===== config.mk =====
export PLATFORM = sky130hd
export DESIGN_NAME = readout_deser_flat
export DESIGN_NICKNAME = d
export VERILOG_FILES = /design/src/rtl/readout_deser_if.sv /design/src/rtl/readout_deser.sv /design/src/flat_wrapper.sv
export SDC_FILE = /design/constraint.sdc
export NUM_CORES = 1
export LEC_CHECK = 0
export ABC_AREA = 1
export BUFFER_PORTS_ARGS = -buffer_cell sky130_fd_sc_hd__buf_4
export CORE_MARGIN = 2
export CORE_UTILIZATION = 53
export CTS_CLUSTER_DIAMETER = 30
export DETAILED_ROUTE_END_ITERATION = 7
export GPL_ROUTABILITY_DRIVEN = 0
export GPL_TIMING_DRIVEN = 0
export PLACE_DENSITY = 0.72
export SLEW_MARGIN = 20
export SYNTH_ARGS = -nofsm -noshare
export SYNTH_HDL_FRONTEND = slang
export SYNTH_SLANG_ARGS = --single-unit
export TNS_END_PERCENT = 1

===== constraint.sdc =====
create_clock -name TX_CLK -period 15.6 [get_ports TX_CLK]
set_input_delay 1.56 -clock TX_CLK [delete_from_list [all_inputs] [get_ports TX_CLK]]
set_output_delay 1.56 -clock TX_CLK [all_outputs]
set_load 0.02 [all_outputs]

===== src/rtl/readout_deser_if.sv =====
// Downstream host-FIFO handshake carrying the tagged 32-bit readout words.
interface readout_deser_if;
    logic        valid;
    logic        ready;
    logic [31:0] data;

    modport master (output valid, output data, input ready);
    modport slave  (input valid, input data, output ready);
endinterface


===== src/rtl/readout_deser.sv =====
// Deserialises per-column ADC lanes into tagged samples and streams them,
// one column word per cycle, from a single-entry hold buffer.
module readout_deser #(
    parameter int NUM_ADC_BITS = 12,
    parameter int NUM_COL      = 20,
    parameter int SAMPLE_DLY   = 1,
    parameter int MSB_FIRST    = 1
) (
    input  logic                TX_CLK,
    input  logic                rst,
    input  logic                ADC_DATA_VALID,
    input  logic                SET_ROW,
    input  logic [8:0]          ROWADD,
    input  logic                PIXLEFTBUCK_SEL,
    input  logic [NUM_COL-1:0]  DOUT,
    readout_deser_if.master     fifo,
    output logic                row_done,
    output logic                ovf_err,
    output logic                sync_err
);
    localparam int BW = (NUM_ADC_BITS > 1) ? $clog2(NUM_ADC_BITS) : 1;
    localparam int CW = (NUM_COL > 1) ? $clog2(NUM_COL) : 1;
    localparam logic [BW-1:0] LAST_BIT = BW'(NUM_ADC_BITS - 1);
    localparam logic [CW-1:0] LAST_COL = CW'(NUM_COL - 1);
    localparam logic [3:0]    DLY_LOAD = (SAMPLE_DLY > 0) ? 4'(SAMPLE_DLY - 1) : 4'd0;

    typedef enum logic {IDLE, DRAIN} state_t;

    state_t                  state, state_nxt;
    logic                    v_q, s_q, v_rise, s_rise;
    logic                    dly_busy;
    logic [3:0]              dly_cnt;
    logic                    sample, resync, set_done;
    logic [BW-1:0]           bit_cnt;
    logic [NUM_ADC_BITS-1:0] lane_sr [NUM_COL];
    logic [NUM_ADC_BITS-1:0] hold    [NUM_COL];
    logic [8:0]              tag_row, hold_row;
    logic                    tag_buck, hold_buck;
    logic [CW-1:0]           col_idx;
    logic                    load_hold, accept, last_accept, ovf_set;

    assign v_rise = ADC_DATA_VALID & ~v_q;
    assign s_rise = SET_ROW & ~s_q;
    assign resync = s_rise & (bit_cnt != '0);
    // A pending delay owns the sample point; new edges are ignored until it expires.
    assign sample = ~resync & (dly_busy ? (dly_cnt == '0) : (v_rise & (SAMPLE_DLY == 0)));

    always_ff @(posedge TX_CLK) begin
        if (rst) begin
            v_q      <= 1'b0;
            s_q      <= 1'b0;
            dly_busy <= 1'b0;
            dly_cnt  <= '0;
            bit_cnt  <= '0;
            set_done <= 1'b0;
            sync_err <= 1'b0;
        end else begin
            v_q      <= ADC_DATA_VALID;
            s_q      <= SET_ROW;
            set_done <= sample && (bit_cnt == LAST_BIT);
            if (resync) begin
                dly_busy <= 1'b0;
                bit_cnt  <= '0;
                sync_err <= 1'b1;
            end else begin
                if (dly_busy) begin
                    if (dly_cnt == '0) dly_busy <= 1'b0;
                    else               dly_cnt  <= dly_cnt - 4'd1;
                end else if (v_rise && (SAMPLE_DLY != 0)) begin
                    dly_busy <= 1'b1;
                    dly_cnt  <= DLY_LOAD;
                end
                if (sample) bit_cnt <= (bit_cnt == LAST_BIT) ? '0 : bit_cnt + 1'b1;
            end
        end
    end

    always_ff @(posedge TX_CLK) begin
        if (sample) begin
            for (int unsigned k = 0; k < NUM_COL; k++) begin
                if (MSB_FIRST != 0) lane_sr[k] <= NUM_ADC_BITS'({lane_sr[k], DOUT[k]});
                else                lane_sr[k] <= NUM_ADC_BITS'({DOUT[k], lane_sr[k]} >> 1);
            end
            if (bit_cnt == '0) begin
                tag_row  <= ROWADD;
                tag_buck <= PIXLEFTBUCK_SEL;
            end
        end
        if (load_hold) begin
            hold      <= lane_sr;
            hold_row  <= tag_row;
            hold_buck <= tag_buck;
        end
    end

    always_ff @(posedge TX_CLK) begin
        if (rst) state <= IDLE;
        else     state <= state_nxt;
    end

    // The hold buffer is full exactly while in DRAIN; a set completing on the
    // final accept reloads it without passing through IDLE.
    always_comb begin
        state_nxt   = state;
        fifo.valid  = 1'b0;
        accept      = 1'b0;
        last_accept = 1'b0;
        load_hold   = 1'b0;
        ovf_set     = 1'b0;
        case (state)
            IDLE: begin
                if (set_done) begin
                    load_hold = 1'b1;
                    state_nxt = DRAIN;
                end
            end
            DRAIN: begin
                fifo.valid  = 1'b1;
                accept      = fifo.ready;
                last_accept = fifo.ready && (col_idx == LAST_COL);
                if (last_accept) begin
                    if (set_done) load_hold = 1'b1;
                    else          state_nxt = IDLE;
                end else if (set_done) begin
                    ovf_set = 1'b1;
                end
            end
            default: state_nxt = IDLE;
        endcase
    end

    always_ff @(posedge TX_CLK) begin
        if (rst) begin
            col_idx  <= '0;
            row_done <= 1'b0;
            ovf_err  <= 1'b0;
        end else begin
            row_done <= last_accept;
            if (ovf_set) ovf_err <= 1'b1;
            if (load_hold || last_accept) col_idx <= '0;
            else if (accept)              col_idx <= col_idx + 1'b1;
        end
    end

    assign fifo.data = (state == DRAIN)
                     ? {hold_buck, hold_row, 6'(col_idx), 16'(hold[col_idx])}
                     : '0;
endmodule


===== src/flat_wrapper.sv =====
// flat-port wrapper written by rule: the top's interface ports become plain ports
module readout_deser_flat 
#(
    parameter int NUM_ADC_BITS = 12,
    parameter int NUM_COL      = 20,
    parameter int SAMPLE_DLY   = 1,
    parameter int MSB_FIRST    = 1
)
  (TX_CLK, rst, ADC_DATA_VALID, SET_ROW, ROWADD, PIXLEFTBUCK_SEL, DOUT, row_done, ovf_err, sync_err, fifo_valid, fifo_data, fifo_ready);
  readout_deser_if fifo_i ();
  input  logic TX_CLK;
  input  logic rst;
  input  logic ADC_DATA_VALID;
  input  logic SET_ROW;
  input  logic [8:0] ROWADD;
  input  logic PIXLEFTBUCK_SEL;
  input  logic [NUM_COL-1:0] DOUT;
  output logic row_done;
  output logic ovf_err;
  output logic sync_err;
  output wire logic [$bits(fifo_i.valid)-1:0] fifo_valid;
  output wire logic [$bits(fifo_i.data)-1:0] fifo_data;
  input wire logic [$bits(fifo_i.ready)-1:0] fifo_ready;
  assign fifo_valid = fifo_i.valid;
  assign fifo_data = fifo_i.data;
  assign fifo_i.ready = fifo_ready;
  readout_deser #(.NUM_ADC_BITS(NUM_ADC_BITS), .NUM_COL(NUM_COL), .SAMPLE_DLY(SAMPLE_DLY), .MSB_FIRST(MSB_FIRST)) u_core (.TX_CLK(TX_CLK), .rst(rst), .ADC_DATA_VALID(ADC_DATA_VALID), .SET_ROW(SET_ROW), .ROWADD(ROWADD), .PIXLEFTBUCK_SEL(PIXLEFTBUCK_SEL), .DOUT(DOUT), .fifo(fifo_i), .row_done(row_done), .ovf_err(ovf_err), .sync_err(sync_err));
endmodule

======== Word level (Yosys, flattened, before mapping) ========
Cells that the tools add are included.
word-level totals
  bits in registers ....................... 521
  bits of input ports ..................... 35
  output and inout port bits .............. 36
cells by class
  add/sub/neg operators ................... 3
  magnitude comparators ................... 1
  equality and inequality tests ........... 3
  muxes and demuxes ....................... 22
  bitwise operators ....................... 9
  reductions and logical operators ........ 11
operators by type and width
  operator                                                  count
  binary-select mux 12 bit (select 5 bit)                   1
  two-way mux 32 bit                                        1
  two-way mux 12 bit                                        2
  two-way mux 4 bit                                         4
  two-way mux 1 bit                                         12
  zero test 4 bit                                           2
  greater-or-equal comparator 6 bit, second input constant  1
  inverter 5 -> 6 bit                                       1
  adder 5 x 1 -> 5 bit, second input constant               1
  == test 5 bit, second input constant                      1
  adder 4 x 1 -> 4 bit, second input constant               1
  AND 1 bit                                                 4
  == test 4 bit, second input constant                      1
  inverter 1 bit                                            4
  one-hot mux 1 bit (2 select lines)                        2
  nonzero test 4 bit                                        1
  OR reduction 2 bit                                        2
  subtractor 4 x 1 -> 4 bit, second input constant          1
  AND reduction 3 bit                                       1
  logical AND 1 bit                                         2
  != test 2 bit, second input constant                      1
  AND reduction 2 bit                                       1
  nonzero test 2 bit                                        1
  logical OR 1 bit                                          1

======== Longest topological paths before layout ========
Gate-level depths: netlist of run 1.
  word-level depth ........................ 6
  mapped depth ............................ 11
  gate-level depth less buffers ........... 9

======== Worst setup path before layout of run 1 ========
OpenSTA, ideal clock, no wires.
  path type ............................... input to register
  start ................................... input fifo_ready
  end ..................................... register u_core.hold[0] (netlist name), enable pin
  data arrival time ....................... 13.746 ns
  slack ................................... 0.909 ns
  cell stages on the path ................. 4
  buffers on the path ..................... 0
  cell sequence ........................... nand3_1 inv_1 nand2_1 a21oi_1
on the way
  word-level cells in the longest chain between the ends .. 3
ends and longest elaborated chain
  what                                line                  source
  start: declaration                  flat_wrapper.sv:23    input wire logic [$bits(fifo_i.ready)-1:0] fifo_ready;
  logical AND 1 bit                   readout_deser.sv:120  last_accept = fifo.ready && (col_idx == LAST_COL);
  two-way mux 1 bit                   readout_deser.sv:121  if (last_accept) begin
  one-hot mux 1 bit (2 select lines)  readout_deser.sv:110  case (state)
  net u_core.load_hold                readout_deser.sv:40   logic load_hold, accept, last_accept, ovf_set;
  end signal: assignment              readout_deser.sv:90   hold <= lane_sr;
  end: declaration                    readout_deser.sv:36   logic [NUM_ADC_BITS-1:0] hold [NUM_COL];
The timed path passes the listed nets, and every way through them passes these cells.
A chain may end at the register's enable or synchronous reset.

======== Final worst setup path of run 1 ========
  start ................................... register u_core.col_idx[1]
  end ..................................... output fifo_data[0]
on the way
  word-level cells in the longest chain between the ends .. 5
ends and longest elaborated chain
  what                                                    line                  source
  start: declaration                                      readout_deser.sv:39   logic [CW-1:0] col_idx;
  start signal: assignment                                readout_deser.sv:141  else if (accept) col_idx <= col_idx + 1'b1;
  inverter 5 -> 6 bit (not written as such)               readout_deser.sv:146  ? {hold_buck, hold_row, 6'(col_idx), 16'(hold[col_idx])}
  binary-select mux 12 bit (select 5 bit)                 readout_deser.sv:146
  two-way mux 12 bit (not written as such) (2 in series)  readout_deser.sv:146
  two-way mux 32 bit                                      readout_deser.sv:146
  end: declaration                                        flat_wrapper.sv:22    output wire logic [$bits(fifo_i.data)-1:0] fifo_data;
Every way passes these cells. The select of a mux whose other input is x is not followed.

==> results.yml, run 1 <==
status:
  status: "finished clean"
global_routing:
  grt_usage_pct: 20.6
  overflow: 0
  antenna_found_initial: 0
  grt_pass1_vias: 11500
  grt_pass1_wl_um: 60400
  grt_max_degree: 27
cells_and_area:
  nNetsFinal: 1626
  final_cell_mix: "500 x edfxtp_1, 383 x nand2_1, 202 x inv_1, 99 x clkbuf_16, 91 x nand3_1"
  drive_above_1_share_pct: 17.7
  final_util_pct: 68.1
  ff_latch_area_sq_mm: 0.0154
  num-fill-cells: 2256
  area_growth_syn_to_layout_pct: 26.5
  n_antenna_cell: 0
  multi_input_area_sq_mm: 0.00264
  layout_commonest_cell: "edfxtp_1"
synthesis:
  ys_async_sr_fraction_pct: 0
  yosys.area.top_type: "edfxtp_1"
  synth-seq-area-share_pct: 80.6
  synthSimpleGateAreaFrac_pct: 11.1
  netlist_area_sq_mm: 0.0191
  synth_top_family_by_area: "simple AND/OR/NAND/NOR gates"
  synthXorXnorAreaFrac_pct: 0.0915
  synth_adder_area_share_pct: 0.261
  synth_area_leaders: "edfxtp_1 78%, nand2_1 7.5%, inv_1 4.0%, nand3_1 2.4%, dfxtp_1 2.2%"
  yosysTopAreaCellShare_pct: 78.4
  synth_cell_types: 30
  synth_edf_count: 500
  synthFlopType: "edfxtp_1"
  ys_warn_count: 0
  synthMuxAreaShare_pct: 0
  ys_ff_latch: 521
  synth_compound_area_share_pct: 2.21
  syn_area_per_cell_sq_um: 13.7
  syn_inst: 1395
power:
  ir_drop_v: 0.000116
  p_leak_uw: 0.00959
  power_frac_seq_pct: 43.9
  pwr-share-comb_pct: 3.4
  switching_share_pct: 20.8
  p_int_uw: 3160
  powerDensity_mw_per_mm2: 164
  clock_power_share_pct: 52.8
  p_switching_uw: 827
floorplan:
  num_rows: 69
  initial_core_util_pct: 53.8
  io_pins: 71
  dieArea_sq_mm: 0.0377
  core_sq_mm: 0.0356
  dieHeight_um: 194
  die_w_um: 194
critical_path:
  cp_max_fo: 10
  crit_type: "register to output pin"
  cp_num_buf_inv: 3
  end_kind: "output pin"
  worst_ep_required_time_ns: 14.04
  worstPathArrival_ns: 2.96
  slowest_stage: "clkbuf_1"
  cpPeakStageDelay_ns: 0.50
  start_kind: "register"
  path_cells: "buf_2, clkbuf_1, o21ai_0, o22ai_1, nand2_1, a21oi_1, buf_4"
  cpLargestDelayFamily: "buffers and inverters"
detailed_routing:
  wire_per_inst_um: 17.8
  drt_iter0_drc: 1053
  ant_nets: 0
  via_count: 11100
  vias_per_cell: 5.20
  drt-total-wl_um: 38000
  dr.pass1.iters: 6
  drc: 0
clock_network:
  cts_resized: 0
  cts_hold_buf: 0
  clockBufferDepth: 3
  path_clk_slew_ns: 0.05
  root_buffer: "clkbuf_16"
  cts_tree: "yes"
  cts_inserted_buffers: 97
  clock_latency_ns: 0.60
  numClockSinks: 521
  post_cts_buffers: 0
  htreeDepth: 3
sta:
  hold-worst-slack_ns: 0.413
  hold_viol_final: 0
  tightest_slew_ns: 0.760
  slew_violations: 0
  relSlewSlack_pct: 49.1
  fmax_ghz: 0.221
  period_needed_ns: 4.52
  rsz0062_at_grt: "false"
  finalSetupViolations: 0
  fin_crit_sh_pct: 29.0
  skew_ns: 0.0196
place:
  place_hpwl_um: 23900
  port_buffers: 64
worst_hold_path:
  hold_class: "register to register"
flow_run:
  max-cap-violations: 0
-- state kept, by name (all words and copies together), names as in the netlist, 4 cells and up --
name / cells
u_core.bit_cnt: 4
u_core.col_idx: 5
u_core.dly_cnt: 4
u_core.hold: 240
u_core.hold_row: 9
u_core.lane_sr: 240
u_core.tag_row: 9
-- area by class of cell --
cell class | instances | area share, %
buffer | 56 | 1.38
clock buffer | 115 | 10.6
clock inverter | 66 | 3.22
inverter | 204 | 3.16
multi-input combinational | 618 | 10.9
sequential | 521 | 63.7
tap | 461 | 2.38
timing repair buffer | 89 | 4.67
-- logic make-up after synthesis --
group                      after synthesis
and+or+nand+nor                        528
DFF                                    521
buffers and inverters                  260
AOI/OAI and AO/OA                       79
adders and majority gates                4
xor gates and xnor gates                 2
other                                    1
-- cells in the mapped netlist, types with 2 or more instances --
cell type	count
clkbuf_1	14
inv_2	2
nor3_1	4
nand3_1	91
xor2_1	2
nand4_1	2
ha_1	4
buf_1	2
o21ai_0	28
a21oi_1	22
buf_2	24
nor2_1	45
inv_1	202
edfxtp_1	500
o22ai_1	12
buf_6	7
buf_4	8
dfxtp_1	21
o21ai_1	12
nand2_1	383
-- metal layers --
layer  part of all wire [%]  track usage [%]  vias to the layer above
met5                      0                0                        -
met4                    3.1             8.89                        0
met3                    7.1             3.91                       89
met2                     48             33.1                      469
met1                     42             27.8                     5392
li1                       -                -                     5127
-- path summary, 6_finish.rpt --
kind | startpoint | end | slack (ns) | depth (start not counted)
max reg2reg | u_core.state | u_core.hold[145] | 12.42 | 11
min | u_core.tag_row[3] | u_core.hold_row[3] | 0.41 | 0
min reg2reg | u_core.tag_row[3] | u_core.hold_row[3] | 0.41 | 0
max | u_core.col_idx[1] | fifo_data[0] | 11.08 | 7
-- per-stage QoR --
step / setup TNS, ns / worst slack (ns) / total power [uW] / cell area [sq um] / cells
after floorplan: 0 / 0.909 / 1840 / 19200 / 1399
final: 0 / 11.08 / 3980 / 24200 / 2130
after global routing: 0 / 10.99 / 4100 / 24200 / 2130
after detailed placement: 0 / 11.40 / 1910 / 20900 / 1949
after CTS: 0 / 11.15 / 4010 / 24200 / 2130
after global placement: -1232.32 / -4.96 / 1890 / 20200 / 1924
-- power by group through the flow --
stage          Clock [uW]  Sequential [uW]  Combinational, uW
5_1_grt              2200             1760                147
3_5_place_dp            0             1770                136
6_report             2100             1750                134
2_1_floorplan           0             1780               62.5
4_1_cts              2130             1750                137
3_3_place_gp            0             1800               92.1
Power figures use the tool's default switching activity.
==> inputs of run 2 (changes only) <==
--- a/config.mk
+++ b/config.mk
@@ -5,7 +5,7 @@
 export SDC_FILE = /design/constraint.sdc
 export NUM_CORES = 1
 export LEC_CHECK = 0
-export ABC_AREA = 1
+export ABC_AREA = 0
 export BUFFER_PORTS_ARGS = -buffer_cell sky130_fd_sc_hd__buf_4
 export CORE_MARGIN = 2
 export CORE_UTILIZATION = 53
@@ -13,7 +13,7 @@
 export DETAILED_ROUTE_END_ITERATION = 7
 export GPL_ROUTABILITY_DRIVEN = 0
 export GPL_TIMING_DRIVEN = 0
-export PLACE_DENSITY = 0.72
+export PLACE_DENSITY = 0.69
 export SLEW_MARGIN = 20
 export SYNTH_ARGS = -nofsm -noshare
 export SYNTH_HDL_FRONTEND = slang
==> constraint.sdc (replaced) <==
create_clock -name TX_CLK -period 4.2 [get_ports TX_CLK]
set_input_delay 0.42 -clock TX_CLK [delete_from_list [all_inputs] [get_ports TX_CLK]]
set_output_delay 0.42 -clock TX_CLK [all_outputs]
set_load 0.02 [all_outputs]
==> run 2 against run 1 <==
Sequential power increased to 3.6 times the previous value. Area after synthesis decreased by 5.4%. Sequential cell count unchanged. Non-clock buffer count increased by 2. Synthesized cell count decreased by 41%. Hold slack got worse by 0.39 ns. Clock power increased to 3.3 times the previous value. Combinational power increased to 2.8 times the previous value. Critical path type unchanged. Clock-buffer cell count decreased by 13. Utilization increased by 0.34 points.
==> results.yml, run 2 <==
detailed_routing:
  ant_nets: 0
  wire_per_inst_um: 19.6
  drt_iter0_drc: 654
  drt-total-wl_um: 30400
  vias_per_cell: 5.29
  via_count: 8207
  drc: 0
  dr.pass1.iters: 5
synthesis:
  ys_async_sr_fraction_pct: 0
  synth_edf_count: 500
  yosysMostFrequentCell: "edfxtp_1"
  syn_inst: 819
  synth_top_family_by_area: "multiplexers"
  synth_cell_types: 39
  synth-seq-area-share_pct: 85.2
  synthXorXnorAreaFrac_pct: 0.290
  synthFlopType: "edfxtp_1"
  syn_area_per_cell_sq_um: 22.1
  synth_commonest_cells: "500 x edfxtp_1, 63 x mux2i_1, 35 x mux4_2"
  netlist_area_sq_mm: 0.0181
  synth_compound_area_share_pct: 2.10
  synthSimpleGateAreaFrac_pct: 2.94
  yosys.area.top_type: "edfxtp_1"
  synth_area_leaders: "edfxtp_1 83%, mux4_2 4.4%, mux2i_1 3.5%, dfxtp_1 2.3%, a22oi_1 1.0%"
  ys_ff_latch: 521
  ys_warn_count: 0
  yosysTopAreaCellShare_pct: 82.9
  synthMuxAreaShare_pct: 7.84
  synth_adder_area_share_pct: 0.276
sta:
  fin_setup_tns_ns: 0
  relSlewSlack_pct: 29.8
  fin_crit_sh_pct: 84.3
  fmax_ghz: 0.283
  skew_ns: 0.0243
  tightest_slew_ns: 1.04
  rsz0062_at_grt: "false"
  hold_viol_final: 0
  period_needed_ns: 3.54
  slew_violations: 0
  worst_slack_ns: 0.660
  finalSetupViolations: 0
critical_path:
  end_kind: "output pin"
  cp_max_fo: 10
  startpoint: "u_core.state"
  reg2reg_slack_ns: 0.89
  crit_type: "register to output pin"
  worst_ep_required_time_ns: 3.78
  start_kind: "register"
  r2r_start: "u_core.bit_cnt[0]"
  worstPathArrival_ns: 3.12
worst_hold_path:
  hold_class: "input port to register"
  worstHoldStart: "ROWADD[1]"
power:
  clock_power_share_pct: 51.0
  p_leak_uw: 0.00758
  power_frac_seq_pct: 46.3
  ir_drop_v: 0.000410
  p_switching_uw: 2860
  switching_share_pct: 20.8
  powerDensity_mw_per_mm2: 597
  p_int_uw: 10900
  pwr-share-comb_pct: 2.8
clock_network:
  cts_tree: "yes"
  post_cts_buffers: 0
  clockBufferDepth: 3
  cts_inserted_buffers: 90
  root_buffer: "clkbuf_16"
  htreeDepth: 3
  numClockSinks: 521
  clock_latency_ns: 0.59
  path_clk_slew_ns: 0.04
global_routing:
  antenna_found_initial: 0
  grt_max_degree: 34
  grt_pass1_wl_um: 47400
  grt_usage_pct: 17.7
  overflow: 0
  grt_pass1_vias: 8776
cells_and_area:
  n_antenna_cell: 0
  final_cell_mix: "500 x edfxtp_1, 93 x clkbuf_16, 74 x buf_4, 63 x mux2i_1, 35 x mux4_2"
  nNetsFinal: 1067
  drive_above_1_share_pct: 27.8
  reg_top3: "u_core.hold (240), u_core.lane_sr (240)"
  area_growth_syn_to_layout_pct: 27.1
  layout.cells.non_filler: 1552
  layout_commonest_cell: "edfxtp_1"
flow_run:
  max-cap-violations: 0
floorplan:
  die_w_um: 189
  num_rows: 67
  dieHeight_um: 189
  io_pins: 71
  core_sq_mm: 0.0336
  dieArea_sq_mm: 0.0357
  initial_core_util_pct: 53.9
place:
  dp.cells: 1357
  pre_cts_ws_ns: 0.878
  place_hpwl_um: 18100
  port_buffers: 65
status:
  status: "finished clean"
run 2: cell types whose count changed in the layout (fill, tap and decap cells not counted), moves of 25 or more:
cell           previous run  this run
dlygate4sd3_1             0        27
nand2_1                 383         6
mux2i_1                   0        63
o21ai_0                  28         3
mux4_2                    0        35
nand3_1                  91        29
inv_1                   202         6
nor2_1                   45        16
run 2: logic make-up (layout without fill, tap and decap cells):
group,Yosys count,in the layout
other,1,5
buffers and inverters,41,322
adder cells (fa/ha/maj),4,4
XOR/XNOR,6,6
flip-flops,521,521
AND/OR/NAND/NOR,95,95
AO/OA/AOI/OAI,53,53
multiplexers,98,98
run 2: path summary, 6_finish.rpt:
check	endpoint	depth (start not counted)
hold / removal	u_core.tag_row[1]	1
setup / recovery	fifo_data[5]	7
setup reg to reg	u_core.lane_sr[205]	10
hold reg to reg	u_core.hold_row[6]	0
run 2: power groups by stage:
stage	clock (uW)	combinational, uW	sequential, uW
floorplan	0	193	6450
global placement	0	286	6500
detailed placement	0	363	6440
CTS	7120	389	6350
global route	7360	419	6380
finish	7000	378	6350
run 2: cell type report:
class,count,area [sq um]
Buffer,34,224
Clock buffer,102,2360
Clock inverter,66,644
Fill cell,2017,10600
Inverter,7,30.0
Multi-Input combinational cell,261,2470
Sequential cell,521,15400
Tap cell,448,561
Timing Repair Buffer,113,1280
run 2: per-layer routing:
layer / global-route usage, % / up-vias / part of all wire, % / wire length, um
li1: - / 3762 / - / -
met1: 23.2 / 4102 / 42 / 12600
met2: 29.1 / 263 / 50 / 15100
met3: 4.13 / 80 / 5.8 / 1760
met4: 7.03 / 0 / 3.0 / 912
met5: 0 / - / 0 / 0
run 2: per-stage QoR:
stage	power [uW]	area [sq um]	hold slack, ns	utilization (%)
final	13700	23000	0.0231	68.4
after global routing	14200	23000	0.00629	68.4
after CTS	13900	23000	0.00325	68.4
after detailed placement	6800	19700	0.405	58.7
after global placement	6790	19200	0.400	57.2
after floorplan	6640	18200	0.400	-
run 2: critical path, cell delays in order (launching register included):
cell and delay [ns]:
dfxtp_2 0.33, buf_6 0.12, inv_1 0.08, nor3_1 0.80, clkbuf_1 0.51, nand3_1 0.20, o211ai_1 0.27, buf_4 0.22
run 2: what timing repair did:
action / CTS / global route
hold buffers: 27 / 0
endpoints found under the hold margin: 27 / 0
resized for setup: 0 / 0
